==> src/rtl/ps2_pkg.sv <==
// Shared types, protocol constants and scan-code lookup for the PS/2 keyboard front end.
// Optional parity checking in ps2_rx is enabled by defining PS2_PARITY_CHECK_EN.
package ps2_pkg;

   typedef enum logic [1:0] {
      IDLE,
      EXT,
      BREAK,
      EXT_BREAK
   } ps2_state_e;

   localparam logic [7:0] PS2_BREAK = 8'hF0;
   localparam logic [7:0] PS2_EXT   = 8'hE0;

   // Set-2 scan code to lower-case ASCII; letters, digits and space only.
   function automatic logic [7:0] scan_to_ascii(input logic [7:0] code);
      logic [7:0] a;
      case (code)
         8'h1C: a = 8'h61; 8'h32: a = 8'h62; 8'h21: a = 8'h63; 8'h23: a = 8'h64;
         8'h24: a = 8'h65; 8'h2B: a = 8'h66; 8'h34: a = 8'h67; 8'h33: a = 8'h68;
         8'h43: a = 8'h69; 8'h3B: a = 8'h6A; 8'h42: a = 8'h6B; 8'h4B: a = 8'h6C;
         8'h3A: a = 8'h6D; 8'h31: a = 8'h6E; 8'h44: a = 8'h6F; 8'h4D: a = 8'h70;
         8'h15: a = 8'h71; 8'h2D: a = 8'h72; 8'h1B: a = 8'h73; 8'h2C: a = 8'h74;
         8'h3C: a = 8'h75; 8'h2A: a = 8'h76; 8'h1D: a = 8'h77; 8'h22: a = 8'h78;
         8'h35: a = 8'h79; 8'h1A: a = 8'h7A;
         8'h45: a = 8'h30; 8'h16: a = 8'h31; 8'h1E: a = 8'h32; 8'h26: a = 8'h33;
         8'h25: a = 8'h34; 8'h2E: a = 8'h35; 8'h36: a = 8'h36; 8'h3D: a = 8'h37;
         8'h3E: a = 8'h38; 8'h46: a = 8'h39;
         8'h29: a = 8'h20;
         default: a = 8'h00;
      endcase
      return a;
   endfunction

endpackage

==> src/rtl/ps2_rx.sv <==
// PS/2 frame receiver: synchronisers, falling-edge detect, 11-bit framing, idle timeout.
// Defining PS2_PARITY_CHECK_EN rejects frames with even parity over D0..D7 plus parity.
module ps2_rx
   import ps2_pkg::*;
#(
   parameter int unsigned TIMEOUT_CYCLES = 50000
) (
   input  logic       clk,
   input  logic       rst,
   input  logic       ps2_clk,
   input  logic       ps2_data,
   output logic [7:0] rx_byte,
   output logic       rx_valid,
   output logic       rx_err
);

   localparam int unsigned TW = $clog2(TIMEOUT_CYCLES + 1);
   localparam logic [TW-1:0] TMO_MAX = TW'(TIMEOUT_CYCLES);

   logic [2:0]    clk_sync_q, clk_sync_d;
   logic [2:0]    data_sync_q, data_sync_d;
   logic [3:0]    bit_cnt_q, bit_cnt_d;
   logic [8:0]    shift_q, shift_d;
   logic [TW-1:0] tmo_q, tmo_d;
   logic [7:0]    byte_q, byte_d;
   logic          valid_q, valid_d;
   logic          err_q, err_d;
   logic          fall, bit_in, par_ok;
`ifdef PS2_PARITY_CHECK_EN
   logic          par_q, par_d;
`endif

   always_comb begin
      clk_sync_d  = {clk_sync_q[1:0], ps2_clk};
      data_sync_d = {data_sync_q[1:0], ps2_data};
      fall        = clk_sync_q[2] & ~clk_sync_q[1];
      bit_in      = data_sync_q[1];
      bit_cnt_d   = bit_cnt_q;
      shift_d     = shift_q;
      byte_d      = byte_q;
      valid_d     = 1'b0;
      err_d       = 1'b0;
      tmo_d       = (tmo_q == TMO_MAX) ? tmo_q : tmo_q + TW'(1);
`ifdef PS2_PARITY_CHECK_EN
      par_d       = par_q;
      par_ok      = ^{shift_q[8:1], par_q};
`else
      par_ok      = 1'b1;
`endif
      if (fall) begin
         tmo_d = '0;
         if (bit_cnt_q == 4'd10) begin
            // shift_q[0] is the start bit, shift_q[8:1] is D0..D7; bit_in is the stop bit
            bit_cnt_d = '0;
            if (!shift_q[0] && bit_in && par_ok) begin
               valid_d = 1'b1;
               byte_d  = shift_q[8:1];
            end else begin
               err_d = 1'b1;
            end
         end else begin
            bit_cnt_d = bit_cnt_q + 4'd1;
            if (bit_cnt_q == 4'd9) begin
`ifdef PS2_PARITY_CHECK_EN
               par_d = bit_in;
`endif
            end else begin
               shift_d = {bit_in, shift_q[8:1]};
            end
         end
      end else if (tmo_q == TMO_MAX && bit_cnt_q != '0) begin
         bit_cnt_d = '0;
      end
   end

   always_ff @(posedge clk) begin
      if (rst) begin
         clk_sync_q  <= '0;
         data_sync_q <= '0;
         bit_cnt_q   <= '0;
         shift_q     <= '0;
         tmo_q       <= '0;
         byte_q      <= '0;
         valid_q     <= 1'b0;
         err_q       <= 1'b0;
`ifdef PS2_PARITY_CHECK_EN
         par_q       <= 1'b0;
`endif
      end else begin
         clk_sync_q  <= clk_sync_d;
         data_sync_q <= data_sync_d;
         bit_cnt_q   <= bit_cnt_d;
         shift_q     <= shift_d;
         tmo_q       <= tmo_d;
         byte_q      <= byte_d;
         valid_q     <= valid_d;
         err_q       <= err_d;
`ifdef PS2_PARITY_CHECK_EN
         par_q       <= par_d;
`endif
      end
   end

   assign rx_byte  = byte_q;
   assign rx_valid = valid_q;
   assign rx_err   = err_q;

endmodule

==> src/rtl/ps2_key_fsm.sv <==
// PS/2 keyboard front end: make/break/extended decode feeding data/ascii/counts displays.
// PS2_PARITY_CHECK_EN (see ps2_rx) enables parity rejection of received frames.
module ps2_key_fsm
   import ps2_pkg::*;
#(
   parameter int unsigned TIMEOUT_CYCLES = 50000
) (
   input  logic       clk,
   input  logic       rst,
   input  logic       ps2_clk,
   input  logic       ps2_data,
   output logic [7:0] data,
   output logic [7:0] ascii,
   output logic [7:0] counts,
   output logic       key_valid,
   output logic       frame_err
);

   logic [7:0] rx_byte;
   logic       rx_valid, rx_err;

   ps2_rx #(.TIMEOUT_CYCLES(TIMEOUT_CYCLES)) u_rx (
      .clk      (clk),
      .rst      (rst),
      .ps2_clk  (ps2_clk),
      .ps2_data (ps2_data),
      .rx_byte  (rx_byte),
      .rx_valid (rx_valid),
      .rx_err   (rx_err)
   );

   ps2_state_e state_q, state_d;
   logic [7:0] data_q, data_d, ascii_q, ascii_d, counts_q, counts_d;
   logic       key_valid_q, key_valid_d, frame_err_q, frame_err_d;
   logic       is_make, is_rel;
   logic [7:0] make_ascii;

   always_comb begin
      state_d     = state_q;
      data_d      = data_q;
      ascii_d     = ascii_q;
      counts_d    = counts_q;
      key_valid_d = key_valid_q;
      frame_err_d = rx_err;
      is_make     = 1'b0;
      is_rel      = 1'b0;
      make_ascii  = 8'h00;
      if (rx_valid) begin
         case (state_q)
            IDLE: begin
               if (rx_byte == PS2_BREAK)    state_d = BREAK;
               else if (rx_byte == PS2_EXT) state_d = EXT;
               else begin
                  is_make    = 1'b1;
                  make_ascii = scan_to_ascii(rx_byte);
               end
            end
            EXT: begin
               if (rx_byte == PS2_BREAK) state_d = EXT_BREAK;
               else begin
                  is_make = 1'b1;
                  state_d = IDLE;
               end
            end
            default: begin
               is_rel  = 1'b1;
               state_d = IDLE;
            end
         endcase
      end
      // Same code while held is typematic repeat and leaves everything untouched
      if (is_make && (!key_valid_q || rx_byte != data_q)) begin
         data_d      = rx_byte;
         ascii_d     = make_ascii;
         counts_d    = counts_q + 8'd1;
         key_valid_d = 1'b1;
      end
      if (is_rel && rx_byte == data_q) key_valid_d = 1'b0;
   end

   always_ff @(posedge clk) begin
      if (rst) begin
         state_q     <= IDLE;
         data_q      <= '0;
         ascii_q     <= '0;
         counts_q    <= '0;
         key_valid_q <= 1'b0;
         frame_err_q <= 1'b0;
      end else begin
         state_q     <= state_d;
         data_q      <= data_d;
         ascii_q     <= ascii_d;
         counts_q    <= counts_d;
         key_valid_q <= key_valid_d;
         frame_err_q <= frame_err_d;
      end
   end

   assign data      = data_q;
   assign ascii     = ascii_q;
   assign counts    = counts_q;
   assign key_valid = key_valid_q;
   assign frame_err = frame_err_q;

endmodule

==> config.mk <==
export PLATFORM = sky130hd
export DESIGN_NAME = ps2_key_fsm
export DESIGN_NICKNAME = d
export VERILOG_FILES = /design/src/rtl/ps2_pkg.sv /design/src/rtl/ps2_rx.sv /design/src/rtl/ps2_key_fsm.sv
export SDC_FILE = /design/constraint.sdc
export NUM_CORES = 1
export LEC_CHECK = 0
export CAP_MARGIN = 20
export CORE_ASPECT_RATIO = 0.75
export CORE_MARGIN = 4
export CORE_UTILIZATION = 61
export CTS_CLUSTER_DIAMETER = 150
export CTS_CLUSTER_SIZE = 25
export DETAILED_ROUTE_END_ITERATION = 10
export PLACE_DENSITY = 0.82
export SYNTH_ARGS = -nofsm -noshare
export SYNTH_HDL_FRONTEND = slang
export SYNTH_SLANG_ARGS = --single-unit
==> constraint.sdc <==
create_clock -name clk -period 5.1 [get_ports clk]
set_clock_uncertainty 0.1 [all_clocks]
set_input_delay 0.51 -clock clk [delete_from_list [all_inputs] [get_ports clk]]
set_output_delay 0.51 -clock clk [all_outputs]
set_load 0.03 [all_outputs]
# [After elaboration in Yosys (flattened, before gate mapping)]
# Memory sizes are Yosys's and may differ from the RTL's. A register that Yosys moved wholly into a read port is not among the register bits.
# Index checks and enable logic that the tools add are counted.
[word_totals] reg_bits=72 latch_bits=0 ramBits=0 rom_bits=896 inputBits=4 wordCells=72 n_memories=1
[mem_list] name="(name not given)" depth=128 word_bits=7 rd=1 rd_clocked_by_memory_dff=1 wr=0 line_no="ps2_pkg.sv:18" rtl="case (code)"
[op_classes] addsub=3 mul=0 n_div=0 n_lt_le_gt_ge=0 n_eq_ne=9 shift=0 n_mux=23 n_bitwise=5 n_reduce_logical=17
[ops] operator="two-way mux 8 bit" n=5
[ops] operator="adder 16 x 1 -> 16 bit, second input constant" n=1
[ops] operator="equality test 16 bit, second input constant" n=1
[ops] operator="equality test 8 bit, second input constant" n=2
[ops] operator="two-way mux 7 bit" n=2
[ops] operator="two-way mux 4 bit" n=3
[ops] operator="adder 8 x 1 -> 8 bit, second input constant" n=1
[ops] operator="equality test 4 bit, second input constant" n=2
[ops] operator="equality test 8 bit" n=1
[ops] operator="two-way mux 1 bit" n=8
[ops] operator="!= test 8 bit" n=1
[ops] operator="two-way mux 2 bit" n=3
[ops] operator="AND reduction 3 bit" n=2
[ops] operator="OR reduction 2 bit" n=3
[ops] operator="adder 4 x 1 -> 4 bit, second input constant" n=1
[ops] operator="logical AND 1 bit" n=4
[ops] operator="inverter 1 bit" n=4
[ops] operator="case mux 2 bit (2 select lines)" n=1
[ops] operator="nonzero test 4 bit" n=1
[ops] operator="!= test 3 bit, second input constant" n=1
[ops] operator="OR reduction 3 bit" n=1
[ops] operator="equality test 2 x 1 -> 1 bit, second input constant" n=1
[ops] operator="zero test 1 bit" n=2
[ops] operator="zero test 2 bit" n=1
[ops] operator="5 further kinds" n=5

# [Depth between registers and ports, before layout]
[depth] ltp_word=6 mapped_depth=13 ltp_nobuf=11

# [By module]
# Synthesis repeated with hierarchy kept, for this count alone.
[unflattened] cells_unflattened=438 area_unflattened_um2=3896.2
[by_module_without_submodules] module="ps2_key_fsm" instances=1 cells_each=252 area_each_um2=2098.3
[by_module_without_submodules] module="ps2_rx" instances=1 cells_each=186 area_each_um2=1798.0

# [Least setup slack after synthesis]
# Ideal clock, no wire load.
[synth_timing] path_kind="reg2reg" start="register u_rx.bit_cnt_q[0]" end="register with a tool-made name" setup_time_ns=0.134 arrival_ns=3.044 t_required_ns=4.866 slack_ns=1.822 path_stages_with_launch=12 n_path_buf=3 cell_sequence="dfxtp_1 buf_6 or3b_4 or3_4 buf_6 mux2i_1 inv_1 ha_1 clkbuf_1 o2111ai_1 a311oi_1 or4_1"
[synth_rtl] item="start: declaration" line_no="ps2_rx.sv:22" rtl="logic [3:0] bit_cnt_q, bit_cnt_d;"
[synth_rtl] item="start signal: assignment" line_no="ps2_rx.sv:92" rtl="bit_cnt_q <= bit_cnt_d;"

==> PnR_summary.wiki <==
{| class="wikitable"
! Metric !! Value
|-
| Result of the run || finished, final reports clean
|-
| Number of setup violations in the final report || 0
|-
| Final routed wirelength across all metal layers || 9970 µm
|-
| # H-tree levels || 3
|-
| Primary FF master, synth || dfxtp_1
|-
| Pwr per Cell Area || 230 mW/mm²
|-
| Yosys synthesis warning count || 0
|-
| Clock Power Share || 40.3%
|-
| Area of the core || 0.00680 mm²
|-
| Buffer count from post-CTS setup fixing || 0
|-
| Library cell contributing the largest single delay on the critical path || mux2i_1
|-
| Global-route wire length before repair || 16900 µm
|-
| DP Wirelength || 7010 µm
|-
| Shortest clock period the worst path allows after layout || 3.75 ns
|-
| Classification of the worst-slack hold path || reg -> reg
|-
| CP Launch Type || register
|-
| Largest net degree at the start of global routing || 52
|-
| Floorplan die area || 0.00840 mm²
|-
| Last weighted congestion value of the routability-driven placer || 0.960
|-
| Layout cells sized above 1 || 6.18%
|-
| Total global-route track usage || 24.9%
|-
| Die Height || 80.4 µm
|-
| CTS tree || yes
|-
| Setup TNS || 0 ns
|-
| Cell area after synthesis || 0.00426 mm²
|-
| First-pass DRT Iterations || 5
|-
| Critical path endpoint category || register
|-
| Largest cells by area after synthesis || dfxtp_1 37%, mux2i_1 8.0%, nor2_1 5.9%
|-
| Fillcell total || 561
|-
| Clock slew seen by the registers of the worst setup and hold paths || 0.07 ns
|-
| Number of synthesized register bits || 78
|-
| Asr flop ratio synth || 0%
|-
| Clock root buffer || clkbuf_8
|-
| Switching power total || 241 µW
|-
| Number of buffers between clock root and the deepest sink || 2
|-
| Floorplan row count || 26
|-
| Sequential area share after synthesis || 36.7%
|-
| Inserted Clock Buffers || 9
|-
| Vias in the first global route || 3427
|-
| Starting utilization of the core area || 62.6%
|-
| Syn_area_per_cell || 8.40 µm²
|-
| Top-level port count || 30
|-
| Tightest Pin Transition || 1.10 ns
|-
| Maximum net fanout on the critical path || 38
|-
| Achievable Freq || 0.266 GHz
|-
| Area grow syn2layout || 10.4%
|-
| Detail-routed net length per standard cell || 16.6 µm
|-
| Sequential power share || 57.0%
|-
| Aggregate global routing overflow || 0
|-
| Num Clock Sinks || 78
|-
| Switching Share || 22.2%
|-
| Max cap viols || 0
|-
| Post-cts sizing count || 0
|-
| Antenna violations before repair || 0
|-
| Die Width || 104 µm
|-
| Skew-Pair Late Insertion Delay || 0.35 ns
|-
| Portion of synthesized cell area occupied by the leading cell type || 36.7%
|-
| P_int || 842 µW
|-
| Placed cell area || 0.00449 mm²
|-
| Port bufs || 28
|-
| Final slew viol count || 0
|-
| Critical Setup Path Class || reg -> reg
|-
| Final critical-path share of the clock period || 73.6%
|-
| Post-synthesis instance total || 507
|-
| RSZ-0062 raised after global routing || no
|-
| Leakage component of the power || 0.00167 µW
|-
| Number of vias in the routed layout || 3655
|-
| Mapped Nets || 520
|-
| Number of DRC violations after detailed routing || 0
|-
| Number of hold buffers added after CTS || 0
|-
| N_diodes || 0
|-
| Number of flops mapped to enable cells by yosys || 0
|-
| Crit path DAT || 3.87 ns
|-
| Critical-path cell list || or3b_4 > or3_4 > mux2i_1 > inv_1 > ha_1 > o2111ai_1 > a311oi_1 > or4_1
|-
| Iter 0 DRT Violations || 364
|-
| Final antenna-violating net count || 0
|-
| Required time of the critical path || 5.22 ns
|-
| Combinational fraction of design power || 2.7%
|-
| Via/cell ratio || 6.07
|-
| Worst stage delay on the critical path || 0.67 ns
|-
| Final design area excluding fillers || 0.00470 mm²
|-
| Peak supply drop || 0.000208 V
|-
| Largest area contributor in the netlist || dfxtp_1
|-
| Relative slew margins || 24.7%
|-
| Distinct cell type count after synthesis || 61
|-
| NumNets Final || 528
|-
| Number of failing hold endpoints at the final stage || 0
|}
-- metal layers --
metal	GRT usage [%]	routed length (µm)
met1	35.6	4820
met2	37.2	4260
met3	6.18	817
met4	6.51	76
met5	0	0
-- sequential cells by signal, indices dropped and copies added (netlist names), named ones only --
| register | cells |
|---|---|
| ascii | 7 |
| u_rx.data_sync_q | 2 |
| u_rx.rx_valid | 1 |
| u_rx.shift_q | 9 |
| state_q | 2 |
| data | 8 |
| u_rx.bit_cnt_q | 4 |
| u_rx.rx_byte | 8 |
| key_valid | 1 |
| counts | 8 |
| frame_err | 1 |
| u_rx.tmo_q | 16 |
| u_rx.clk_sync_q | 3 |
| u_rx.rx_err | 1 |
-- power groups by stage --
| stage | sequential (µW) | combinational (µW) | clock [µW] |
|---|---|---|---|
| finish | 617 | 29.1 | 437 |
| global route | 617 | 33.0 | 476 |
| CTS | 616 | 28.5 | 449 |
| detailed placement | 631 | 28.6 | 0 |
| global placement | 631 | 27.8 | 0 |
| floorplan | 629 | 23.5 | 0 |
-- layout by cell type, fill, tap and decap left out, types with 3 or more instances in the layout --
cell and instances:
a211oi_1 4, a21oi_1 23, a31oi_1 7, and3_1 5, clkbuf_8 9, clkdlybuf4s50_1 27, dfxtp_1 78, ha_1 9
inv_1 16, mux2_2 8, mux2i_1 34, nand2_1 37, nand2b_1 20, nand3_1 16, nand3b_1 3, nand4_1 9
nor2_1 67, nor2b_1 13, nor3_1 11, nor3b_1 4, nor4_1 5, nor4b_1 3, o2111ai_1 4, o21ai_0 13
o22ai_1 3, o32ai_1 3, or3_1 4, or4_1 3, xnor2_1 12, xor2_1 19
-- metrics by stage --
stage                     hold WS, ns  std cells  power, µW  utilization, %  setup slack [ns]
after floorplan                 0.314        507        653               -              1.82
after global placement          0.322        586        658            66.0              1.58
after detailed placement        0.321        586        659            66.0              1.43
after CTS                       0.340        600       1090            68.6              1.43
after global routing            0.366        602       1130            69.1              1.16
final                           0.337        602       1080            69.1              1.35
-- worst max-delay path: cells and delay by family, from the launching register on --
family	cells	cell delay (ns)
buffers and inverters	1	0.21
AOI/OAI and AO/OA	2	0.35
DFF	1	0.38
adders and majority gates	1	0.38
muxes	1	0.67
and+or+nand+nor	3	1.55
-- worst paths after layout --
path	slack (ns)	cells after the start	endpoint	start
worst max register to register	1.35	8	register	u_rx.bit_cnt_q[0]$_SDFFE_PP0P_
worst min-delay path	0.34	1	u_rx.clk_sync_q[1]$_SDFF_PP0_	u_rx.clk_sync_q[0]$_SDFF_PP0_
worst max-delay path	1.35	8	register	u_rx.bit_cnt_q[0]$_SDFFE_PP0P_
worst min register to register	0.34	1	u_rx.clk_sync_q[1]$_SDFF_PP0_	u_rx.clk_sync_q[0]$_SDFF_PP0_
-- cell usage after synthesis (3+ instances only) --
| cell type | number |
|---|---|
| nand4_1 | 9 |
| o22ai_1 | 3 |
| nor2b_1 | 13 |
| mux2_2 | 8 |
| ha_1 | 9 |
| nor4_1 | 5 |
| clkbuf_1 | 24 |
| nand3b_1 | 3 |
| or3_1 | 4 |
| nor3b_1 | 4 |
| o21ai_0 | 13 |
| nor2_1 | 67 |
| o2111ai_1 | 4 |
| nand2b_1 | 20 |
| inv_1 | 16 |
| buf_6 | 3 |
| o32ai_1 | 3 |
| nand3_1 | 16 |
| a21oi_1 | 23 |
| a31oi_1 | 7 |
| nor3_1 | 11 |
| nand2_1 | 37 |
| a211oi_1 | 4 |
| nor4b_1 | 3 |
| mux2i_1 | 34 |
| or4_1 | 3 |
| buf_1 | 4 |
| and3_1 | 5 |
| xor2_1 | 19 |
| xnor2_1 | 12 |
| dfxtp_1 | 78 |
-- cell families (layout without fill, tap and decap cells) --
logic type	count (synthesis)	in the layout	share of synthesized area (%)
adders and majority gates	9	9	2.64
muxes	43	43	10.6
xor gates and xnor gates	31	31	6.37
and+or+nand+nor	210	210	25.1
DFF	78	78	36.7
buffers and inverters	52	63	5.32
AOI/OAI and AO/OA	83	83	13.2
other	1	1	0.0880
-- layout make-up --
class	count	area, µm²	area share, %
well taps	84	105	2.24
clock inverters	4	50.0	1.06
clock buffers	10	128	2.71
inverters	18	67.6	1.44
flip-flops and latches	78	1560	33.2
repair buffers	31	318	6.76
multi-input cells	377	2470	52.6
(Power assumes the default switching activity.)
